<file path="src/rtl/updown_mod_counter_if.sv">
// Control/status bundle for updown_mod_counter: the master drives the controls,
// the counter (slave) returns the registered count and its flags.
interface updown_mod_counter_if #(
  parameter int N = 8
);
  logic         clr;
  logic         load;
  logic [N-1:0] d;
  logic         en;
  logic         up;
  logic [N-1:0] q;
  logic         tc;
  logic         ovf;

  modport master (
    output clr, load, d, en, up,
    input  q, tc, ovf
  );

  modport slave (
    input  clr, load, d, en, up,
    output q, tc, ovf
  );
endinterface

</file>
<file path="src/rtl/updown_mod_counter.sv">
// Up/down modulo counter over 0..MAXVAL with clear, clamped load, wrap or saturate
// at the bounds, a one-cycle terminal-count pulse and a sticky boundary flag.
module updown_mod_counter #(
  parameter int N        = 8,
  parameter int MAXVAL   = 2**N - 1,
  parameter bit SATURATE = 1'b0
) (
  input  logic                  clk,
  input  logic                  reset_n,
  updown_mod_counter_if.slave   bus
);

  localparam logic [N-1:0] MAX_C = N'(MAXVAL);
  localparam logic [N-1:0] ZERO  = '0;
  localparam logic [N-1:0] ONE   = N'(1);

  logic [N-1:0] q_q, q_d;
  logic         tc_q, tc_d;
  logic         ovf_q, ovf_d;

  // NOTE: every always_comb output gets a default first, so no path can infer a latch.
  always_comb begin
    q_d   = q_q;
    tc_d  = 1'b0;
    ovf_d = ovf_q;

    if (bus.clr) begin
      q_d   = ZERO;
      ovf_d = 1'b0;
    end else if (bus.load) begin
      // Out-of-range load values clamp so q never leaves 0..MAXVAL.
      q_d = (bus.d > MAX_C) ? MAX_C : bus.d;
    end else if (bus.en) begin
      if (bus.up) begin
        if (q_q == MAX_C) begin
          q_d   = SATURATE ? MAX_C : ZERO;
          tc_d  = 1'b1;
          ovf_d = 1'b1;
        end else begin
          q_d = q_q + ONE;
        end
      end else begin
        if (q_q == ZERO) begin
          q_d   = SATURATE ? ZERO : MAX_C;
          tc_d  = 1'b1;
          ovf_d = 1'b1;
        end else begin
          q_d = q_q - ONE;
        end
      end
    end
  end

  // NOTE: sequential state uses non-blocking assignments so every flop samples pre-edge values.
  always_ff @(posedge clk or negedge reset_n) begin
    if (!reset_n) begin
      q_q   <= ZERO;
      tc_q  <= 1'b0;
      ovf_q <= 1'b0;
    end else begin
      q_q   <= q_d;
      tc_q  <= tc_d;
      ovf_q <= ovf_d;
    end
  end

  assign bus.q   = q_q;
  assign bus.tc  = tc_q;
  assign bus.ovf = ovf_q;

endmodule

</file>
<file path="src/flat_wrapper.sv">
// flat-port wrapper written by rule: the top's interface ports become plain ports
module updown_mod_counter_flat 
#(
  parameter int N        = 8,
  parameter int MAXVAL   = 2**N - 1,
  parameter bit SATURATE = 1'b0
)
  (clk, reset_n, bus_clr, bus_load, bus_d, bus_en, bus_up, bus_q, bus_tc, bus_ovf);
  updown_mod_counter_if #(.N(N)) bus_i ();
  input  logic clk;
  input  logic reset_n;
  input wire logic [$bits(bus_i.clr)-1:0] bus_clr;
  input wire logic [$bits(bus_i.load)-1:0] bus_load;
  input wire logic [$bits(bus_i.d)-1:0] bus_d;
  input wire logic [$bits(bus_i.en)-1:0] bus_en;
  input wire logic [$bits(bus_i.up)-1:0] bus_up;
  output wire logic [$bits(bus_i.q)-1:0] bus_q;
  output wire logic [$bits(bus_i.tc)-1:0] bus_tc;
  output wire logic [$bits(bus_i.ovf)-1:0] bus_ovf;
  assign bus_i.clr = bus_clr;
  assign bus_i.load = bus_load;
  assign bus_i.d = bus_d;
  assign bus_i.en = bus_en;
  assign bus_i.up = bus_up;
  assign bus_q = bus_i.q;
  assign bus_tc = bus_i.tc;
  assign bus_ovf = bus_i.ovf;
  updown_mod_counter #(.N(N), .MAXVAL(MAXVAL), .SATURATE(SATURATE)) u_core (.clk(clk), .reset_n(reset_n), .bus(bus_i));
endmodule
</file>
<file path="config.mk">
export PLATFORM = sky130hd
export DESIGN_NAME = updown_mod_counter_flat
export DESIGN_NICKNAME = d
export VERILOG_FILES = /design/src/rtl/updown_mod_counter_if.sv /design/src/rtl/updown_mod_counter.sv /design/src/flat_wrapper.sv
export SDC_FILE = /design/constraint.sdc
export NUM_CORES = 1
export LEC_CHECK = 0
export ABC_AREA = 1
export ABC_CLOCK_PERIOD_IN_PS = 1600
export CAP_MARGIN = 20
export CORE_UTILIZATION = 24
export DETAILED_ROUTE_END_ITERATION = 16
export PLACE_DENSITY = 0.44
export SLEW_MARGIN = 20
export SYNTH_ARGS = -nofsm -noshare
export SYNTH_HDL_FRONTEND = slang
export SYNTH_SLANG_ARGS = --single-unit
</file>
<file path="constraint.sdc">
create_clock -name clk -period 1.6 [get_ports clk]
set_input_delay 0.32 -clock clk [delete_from_list [all_inputs] [get_ports clk]]
set_output_delay 0.32 -clock clk [all_outputs]
set_load 0.005 [all_outputs]
</file>
## After elaboration in Yosys (flattened, before gate mapping)

Index checks and enable logic that the tools add are counted.

- Add/sub/neg operators: 2
- $lt $le $gt $ge: 1
- Equality and inequality tests: 3
- Multiplexer cells: 19
- Reduce and logical (&&, ||, !) cells: 5

Operators with widths:

| kind | count |
|---|---|
| 8-bit 2-to-1 mux | 7 |
| 1-bit 2-to-1 mux | 12 |
| 8-bit by 1-bit adder with 8-bit output (second input constant) | 1 |
| 8-bit equality test (second input constant) | 1 |
| 8-bit > comparator (second input constant) | 1 |
| 8-bit logical NOT | 1 |
| 8-bit by 1-bit subtractor with 8-bit output (second input constant) | 1 |
| 3-bit nonzero test | 2 |
| 4-bit AND reduction | 1 |
| 3-bit by 2-bit != test with 1-bit output (second input constant) | 1 |
| 2-bit != test (second input constant) | 1 |
| 2-bit nonzero test | 1 |

- Register bits: 10
- Input port bits: 14
- Output and inout port bits: 10
- Logic and storage cells: 33

## Depth between registers and ports, before layout

Gate-level depths: netlist of the first run.

- Word-level depth: 6
- Depth in mapped cells: 11
- Mapped depth without buffers: 10

## Worst setup path before layout of the first run

No wires, ideal clock.

- Kind: register -> register
- From: register u_core.q_q[1] (netlist: u_core.bus.q[1])
- To: register u_core.q_q[5] (netlist: u_core.bus.q[5])
- Library setup time: 0.116 ns
- Data arrival time: 1.196 ns
- Required time: 1.484 ns
- Path slack: 0.287 ns
- Stages on the path, launching flop included: 11
- Buffers on the path: 0
- Clock period less this slack: 1.313 ns
- Cells stage by stage: dfrtp_1 -> inv_1 -> ha_1 -> nand3_2 -> nor2_4 -> nor2_4 -> nand3_1 -> nand2_1 -> nand2_1 -> nand2_1 -> nand2_1

- Cells in the longest elaborated chain, start to end: 6
- Elaborated cells between the ends (all ways): 10
- Classes of those cells: add/sub: 2; eq/ne: 1; mux: 6; reduce/logical: 1

RTL lines:

| what | line | RTL |
|---|---|---|
| from (decl) | updown_mod_counter.sv:17 | `logic [N-1:0] q_q, q_d;` |
| from (signal assigned) | updown_mod_counter.sv:61 | `q_q <= q_d;` |
| 8-bit by 1-bit subtractor with 8-bit output (tied with other cells) | updown_mod_counter.sv:48 | `q_d = q_q - ONE;` |
| 8-bit 2-to-1 mux, on equally long branches | updown_mod_counter.sv:43, updown_mod_counter.sv:35 |  |
| 8-bit 2-to-1 mux * | updown_mod_counter.sv:34 | `if (bus.up) begin` |
| 8-bit 2-to-1 mux * | updown_mod_counter.sv:33 | `end else if (bus.en) begin` |
| 8-bit 2-to-1 mux * | updown_mod_counter.sv:30 | `end else if (bus.load) begin` |
| 8-bit 2-to-1 mux * | updown_mod_counter.sv:27 | `if (bus.clr) begin` |

Every way passes the cells marked *; elsewhere a longest branch is shown, timed or not. The select of a mux whose other input is x is not followed.
A chain may end at the register's enable or synchronous reset.

## Worst setup path after layout of the first run

- From: register u_core.q_q[6] (netlist: u_core.bus.q[6])
- To: output port bus_q[6]

RTL lines:

| what | line | RTL |
|---|---|---|
| to (decl) | flat_wrapper.sv:17 | `output wire logic [$bits(bus_i.q)-1:0] bus_q;` |

No word-level cell between the ends.

==> flow_summary.toml, run 1 <==
[drt]
drt-total-wl_mm = 2.798
ant_nets = 0
via_count = 1067
drc_errors = 0
via_per_inst = 4.409
drt_iter0_drc = 34
dr.pass1.iters = 4
routedWlPerCell_um = 11.56

[layout]
post-route-util_pct = 34.22
final_layout_size_suffix_gt1_share_pct = 18.75
fin_cells = 242
layout_common_cells = "nand2_1, nor2_1, clkdlybuf4s50_1"
area_delta_synth_final_pct = 37.78
n_antenna_cell = 0
final_common_cell = "nand2_1"
layout.nets = 210
final_cell_area_um2 = 1369

[clocking]
cts_buffer_depth = 2
cts_hold_buf = 0
cts_sinks = 10
insertion_delay_ns = 0.24
clkTransAtPathRegs_ns = 0.05
cts_buffers = 3
htreeDepth = 1
cts_root_buffer = "clkbuf_8"
cts_tree = "built"

[placement]
postPlaceCellArea_um2 = 1290
hpwl_mm = 2.257
port_buffers = 23
dp_cells = 236
gp_congestion = 0.8204

[global_route]
grt_pass1_vias = 1095
grt_max_degree = 12
grt_overflow_total = 0
track_usage_pct = 14.88
grt_pass1_wl_mm = 4.954
antenna_found_initial = 0

[worst_hold_path]
hp-class = "input pin to asynchronous set/reset pin"

[timing]
maxSlewViolCount = 0
fmax_ghz = 0.6481
setup_violations = 0
worst_pin_slew_ns = 0.4790
finClkSkew_ns = 0.001469
setup_tns_ns = 0
rsz0062_at_grt = "false"
finalCriticalPeriod_ns = 1.543
post-route-period-util_pct = 96.44
hold_slack_ns = 0.4106
hold_viol_final = 0
relSlewSlack_pct = 67.97

[critical_path]
cp_data_required_time_ns = 1.28
cpMaxStageDelayCell = "clkdlybuf4s50_1"
rr_worst_depth = 9
critical-path-max-stage-delay_ns = 0.53
reg2reg_slack_ns = 0.15
critPathLaunchType = "flip-flop"
crit_cells = 1
worst_setup_path_end_kind = "primary output"
cp_data_arrival_time_ns = 1.22
crit_type = "flip-flop to primary output"
critPathBufInv = 1
critPathTopFamily = "buffers and inverters"
crit_chain = "clkdlybuf4s50_1"
crit_fanout = 8

[power_and_ir_drop]
switchingPower_mw = 0.3387
ir_drop_v = 0.0003575
p_per_area_nw_per_um2 = 735.9
p_sw_share_pct = 33.62
internal_power_mw = 0.6686
pwr-share-comb_pct = 36.5
p_leak_nw = 0.6685
pwr-share-clk_pct = 32.1
pwr-share-seq_pct = 31.4

[floorplan]
die_x_um = 66.34
coreArea_um2 = 4000
ios = 24
dieHeight_um = 66.34
die_area_um2 = 4401
initial_core_util_pct = 24.84
rows = 23

[outcome]
status = "completed"

[logic_synthesis]
synth_top_cell_area_share_pct = 25.19
syn_inst = 160
yosysTopAreaCell = "dfrtp_1"
synth_area_leaders = "dfrtp_1, nand2_1, nor2_1, nand3_1, buf_6"
postSynthNetCount = 177
synth.distinct_cells = 21
synth_seq_cells = 10
ys_seq_area_share_pct = 25.19
netlist_area_um2 = 993.5
yosysWarningCount = 0
synth_area_per_cell_um2 = 6.209

[job]
max_cap_violations = 0
==> power by group through the flow <==
stage / Clock, mW / Combinational, mW / Sequential, mW
after CTS: 0.328 / 0.359 / 0.323
after floorplan: 0 / 0.240 / 0.301
after global routing: 0.344 / 0.417 / 0.321
after global placement: 0 / 0.352 / 0.334
final: 0.323 / 0.368 / 0.316
after detailed placement: 0 / 0.346 / 0.332
==> cell usage after synthesis, drive strengths merged <==
cell type	number
dfrtp	10
xnor2	1
nand2	61
a21oi	2
xor2	1
inv	16
or2	1
o21ai	9
o32ai	1
ha	3
buf	6
nand4	2
nor2	30
nand3	17
==> layer usage <==
metal	global-route usage (%)	share of wire [%]
met5	0	0
met2	26.02	49
met4	2.660	0.39
met1	18.57	46
met3	3.448	4.7
==> timing repair <==
action / 4_1_cts / 5_1_grt
gates resized for setup: 6 / 2
setup buffers: 1 / 1
setup endpoints to repair: 5 / 6
cloned: 0 / 0
==> stage by stage <==
stage	power (mW)	worst slack, ns
2_1_floorplan	0.5415	0.2873
3_3_place_gp	0.6859	0.009832
3_5_place_dp	0.6780	0.01941
4_1_cts	1.010	0.02580
5_1_grt	1.082	0.0002279
6_report	1.007	0.05693
==> worst paths after layout <==
kind / startpoint / endpoint
min in group clk: u_core.bus.ovf$_DFFE_PN0P_ / u_core.bus.ovf$_DFFE_PN0P_
worst min-delay path: reset_n / u_core.bus.q[1]$_DFFE_PN0P_
max in group asynchronous: reset_n / u_core.bus.q[5]$_DFFE_PN0P_
worst max register to register: u_core.bus.q[1]$_DFFE_PN0P_ / u_core.bus.q[4]$_DFFE_PN0P_
worst min register to register: u_core.bus.ovf$_DFFE_PN0P_ / u_core.bus.ovf$_DFFE_PN0P_
worst max-delay path: u_core.bus.q[6]$_DFFE_PN0P_ / bus_q[6]
==> state kept, by name, summed over array words and instances, names as in the netlist <==
register and count:
u_core.bus.q 8, u_core.bus.tc 1, u_core.bus.ovf 1
==> cell type report <==
| cell class | instances | area (µm²) |
|---|---|---|
| Multi-Input combinational cell | 128 | 621.8 |
| Clock buffer | 4 | 55.05 |
| Fill cell | 439 | 2631 |
| Tap cell | 50 | 62.56 |
| Timing Repair Buffer | 34 | 311.5 |
| Inverter | 16 | 60.06 |
| Sequential cell | 10 | 257.7 |
==> cell families after synthesis <==
family,Yosys count,synth area share [%]
AOI/OAI and AO/OA,12,6.423
adders and majority gates,3,3.779
DFF,10,25.19
xor gates and xnor gates,2,1.764
buffers and inverters,22,12.47
and+or+nand+nor,111,50.38
No activity file was read; power rests on OpenSTA's default activity.
==> run 2: changes to the inputs <==
--- a/config.mk
+++ b/config.mk
@@ -5,7 +5,6 @@
 export SDC_FILE = /design/constraint.sdc
 export NUM_CORES = 1
 export LEC_CHECK = 0
-export ABC_AREA = 1
 export ABC_CLOCK_PERIOD_IN_PS = 1600
 export CAP_MARGIN = 20
 export CORE_UTILIZATION = 24
==> run 2 against run 1 <==
  * The flow now finishes with violations (negative setup slack)
  * Setup slack got worse by 0.14 ns
  * Clock power grew 5%
  * Maximum frequency is 8.4% lower
  * Largest cell class unchanged
  * Highest routed layer unchanged
==> flow_summary.toml, run 2 <==
[outcome]
status = "finished with violations"
violations = "negative setup slack"

[critical_path]
cp_data_arrival_time_ns = 1.83
crit_chain = "inv_4 -> ha_4 -> nor3b_4 -> a21oi_1 -> or4_1 -> a31oi_2"
crit_type = "flip-flop to flip-flop"
critPathLaunchType = "flip-flop"
reg2reg_slack_ns = -0.08
startpoint = "u_core.bus.q[1]$_DFFE_PN0P_"
r2r_end = "u_core.bus.q[0]$_DFFE_PN0P_"
rr_worst_depth = 6
reg2reg_from = "u_core.bus.q[1]$_DFFE_PN0P_"
critical-path-max-stage-delay_ns = 0.44
cp_data_required_time_ns = 1.75
worst_setup_path_end_kind = "flip-flop"
cpMaxStageDelayCell = "dfrtp_2"
crit_fanout = 4
critPathTopFamily = "simple AND/OR/NAND/NOR gates"
critPathBufInv = 1

[global_route]
grt_overflow_total = 0
track_usage_pct = 16.20
grt_pass1_wl_mm = 5.112
antenna_found_initial = 0
grt_max_degree = 20
grt_pass1_vias = 1068

[timing]
fin_ws_ns = -0.08389
finClkSkew_ns = 0.001599
maxSlewViolCount = 0
worst_pin_slew_ns = 0.3292
setup_violations = 3
hold_viol_final = 0
relSlewSlack_pct = 77.89
fmax_ghz = 0.5939
finalCriticalPeriod_ns = 1.684
rsz0062_at_grt = "true"
post-route-period-util_pct = 105.2

[logic_synthesis]
synth_flop_cell = "dfrtp_1"
synth_seq_cells = 10
synthArstFlopShare_pct = 100.0
netlist_area_um2 = 957.2
postSynthNetCount = 134
synth.distinct_cells = 43
yosysWarningCount = 0
synth-compound-area-share_pct = 28.63
muxShareOfSynthArea_pct = 2.222
synthAdderAreaFrac_pct = 3.922
synth_area_leaders = "dfrtp_1, o211ai_1, a21oi_1, nand3_1, ha_1"
synth_edf_count = 0
synth_common_cells = "a21oi_1, dfrtp_1, inv_1"
yosys.area_share.simple_pct = 25.49
synth_xor_area_share_pct = 3.660
syn_inst = 117
synth_top_family_by_area = "compound AO/OA/AOI/OAI gates"
yosysTopAreaCell = "dfrtp_1"
synth_top_cell_area_share_pct = 26.14
ys_seq_area_share_pct = 26.14
synth_area_per_cell_um2 = 8.181

[floorplan]
coreArea_um2 = 3744
die_x_um = 65.15
ios = 24
rows = 22
dieHeight_um = 65.15
die_area_um2 = 4245
initial_core_util_pct = 25.57

[drt]
dr.pass1.iters = 4
via_count = 1111
drt_iter0_drc = 22
drt-total-wl_mm = 3.218
highest_layer = "met4"
drc_errors = 0
wl_met2_mm = 1.595
m1WireLength_mm = 1.453
via_per_inst = 5.027
met3RoutedLength_um = 149
routedWlPerCell_um = 14.56
ant_nets = 0

[power_and_ir_drop]
ir_drop_v = 0.0003125
fin_total_pwr_mw = 1.084
p_per_area_nw_per_um2 = 650.2
p_leak_nw = 0.7032

[layout]
final_layout_size_suffix_gt1_share_pct = 38.73
layout_common_cells = "buf_4, clkdlybuf4s50_1, a21oi_1"
layout.nets = 191
area_delta_synth_final_pct = 74.12
n_antenna_cell = 0
largest_reg_flops = 8
final_common_cell = "buf_4"

[placement]
port_buffers = 23
place_ws_ns = -0.2829
gp_congestion = 0.8471
hpwl_mm = 2.360

[clocking]
cts_root_buffer = "clkbuf_8"
insertion_delay_ns = 0.24
cts_buffer_depth = 2
cts_tree = "built"
clkTransAtPathRegs_ns = 0.06
cts_buffers = 3
cts_sinks = 10
htreeDepth = 1

[worst_hold_path]
hp-class = "input pin to asynchronous set/reset pin"

[job]
max_cap_violations = 0
[run 2: cell count changes in the layout (fill, tap and decap cells not counted), sizes merged, moves of 7 or more]
cell and delta:
inv -7, nor2 -24, a21oi +9, nand3 -9, nand2 -57, o211ai +7
buf +29
[run 2: layout make-up]
type	count	area (µm²)
multi-input cells	87	680.7
repair buffers	63	574.3
fillers	388	2077
well taps	48	60.06
flip-flops and latches	10	255.2
inverters	9	41.29
clock buffers	4	55.05
[run 2: layer usage]
metal / GRT usage [%] / up-vias
li1: - / 546
met1: 20.87 / 535
met2: 27.21 / 28
met3: 4.167 / 2
met4: 3.261 / 0
met5: 0 / -
[run 2: kinds of logic after synthesis]
family                   Yosys count
buffers and inverters             20
multiplexers                       2
AO/OA/AOI/OAI                     38
adder cells (fa/ha/maj)            3
XOR/XNOR                           4
AND/OR/NAND/NOR                   40
flip-flops                        10
[run 2: where the power goes]
part / leakage [nW] / total [mW] / switching (mW) / internal (mW)
logic: 0.548 / 0.451 / 0.196 / 0.255
clock network: 0.0288 / 0.338 / 0.120 / 0.218
registers: 0.127 / 0.295 / 0.0236 / 0.272
[run 2: repair_timing]
item / in CTS / in global routing
pin swaps: 5 / 3
setup endpoints to repair: 13 / 14
buffers inserted: 6 / 4
hold buffers: 0 / 0
gates cloned: 0 / 0
gates resized for setup: 8 / 18
[run 2: worst max-delay path by stage]
stage,slack (ns),cells after the start,to
5_1_grt,-0.15,7,u_core.bus.q[4]$_DFFE_PN0P_
4_1_cts,-0.1,6,u_core.bus.q[0]$_DFFE_PN0P_
3_5_place_dp,-0.28,4,u_core.bus.q[0]$_DFFE_PN0P_
6_report,-0.08,6,u_core.bus.q[0]$_DFFE_PN0P_
2_1_floorplan,-0.14,7,u_core.bus.q[2]$_DFFE_PN0P_
3_3_place_gp,-0.25,4,u_core.bus.q[0]$_DFFE_PN0P_
[run 2: per-stage QoR]
stage          hold WS [ns]  setup TNS (ns)  instances  util (%)  instance area, µm²
5_1_grt              0.3830         -0.4425        221     44.52                1667
6_report             0.3739         -0.2298        221     44.52                1667
2_1_floorplan       0.02441         -0.3264        117         -                1002
3_3_place_gp         0.5232          -1.288        207     38.37                1436
4_1_cts              0.3799         -0.4036        217     42.05                1574
3_5_place_dp         0.5314          -1.487        207     38.37                1436
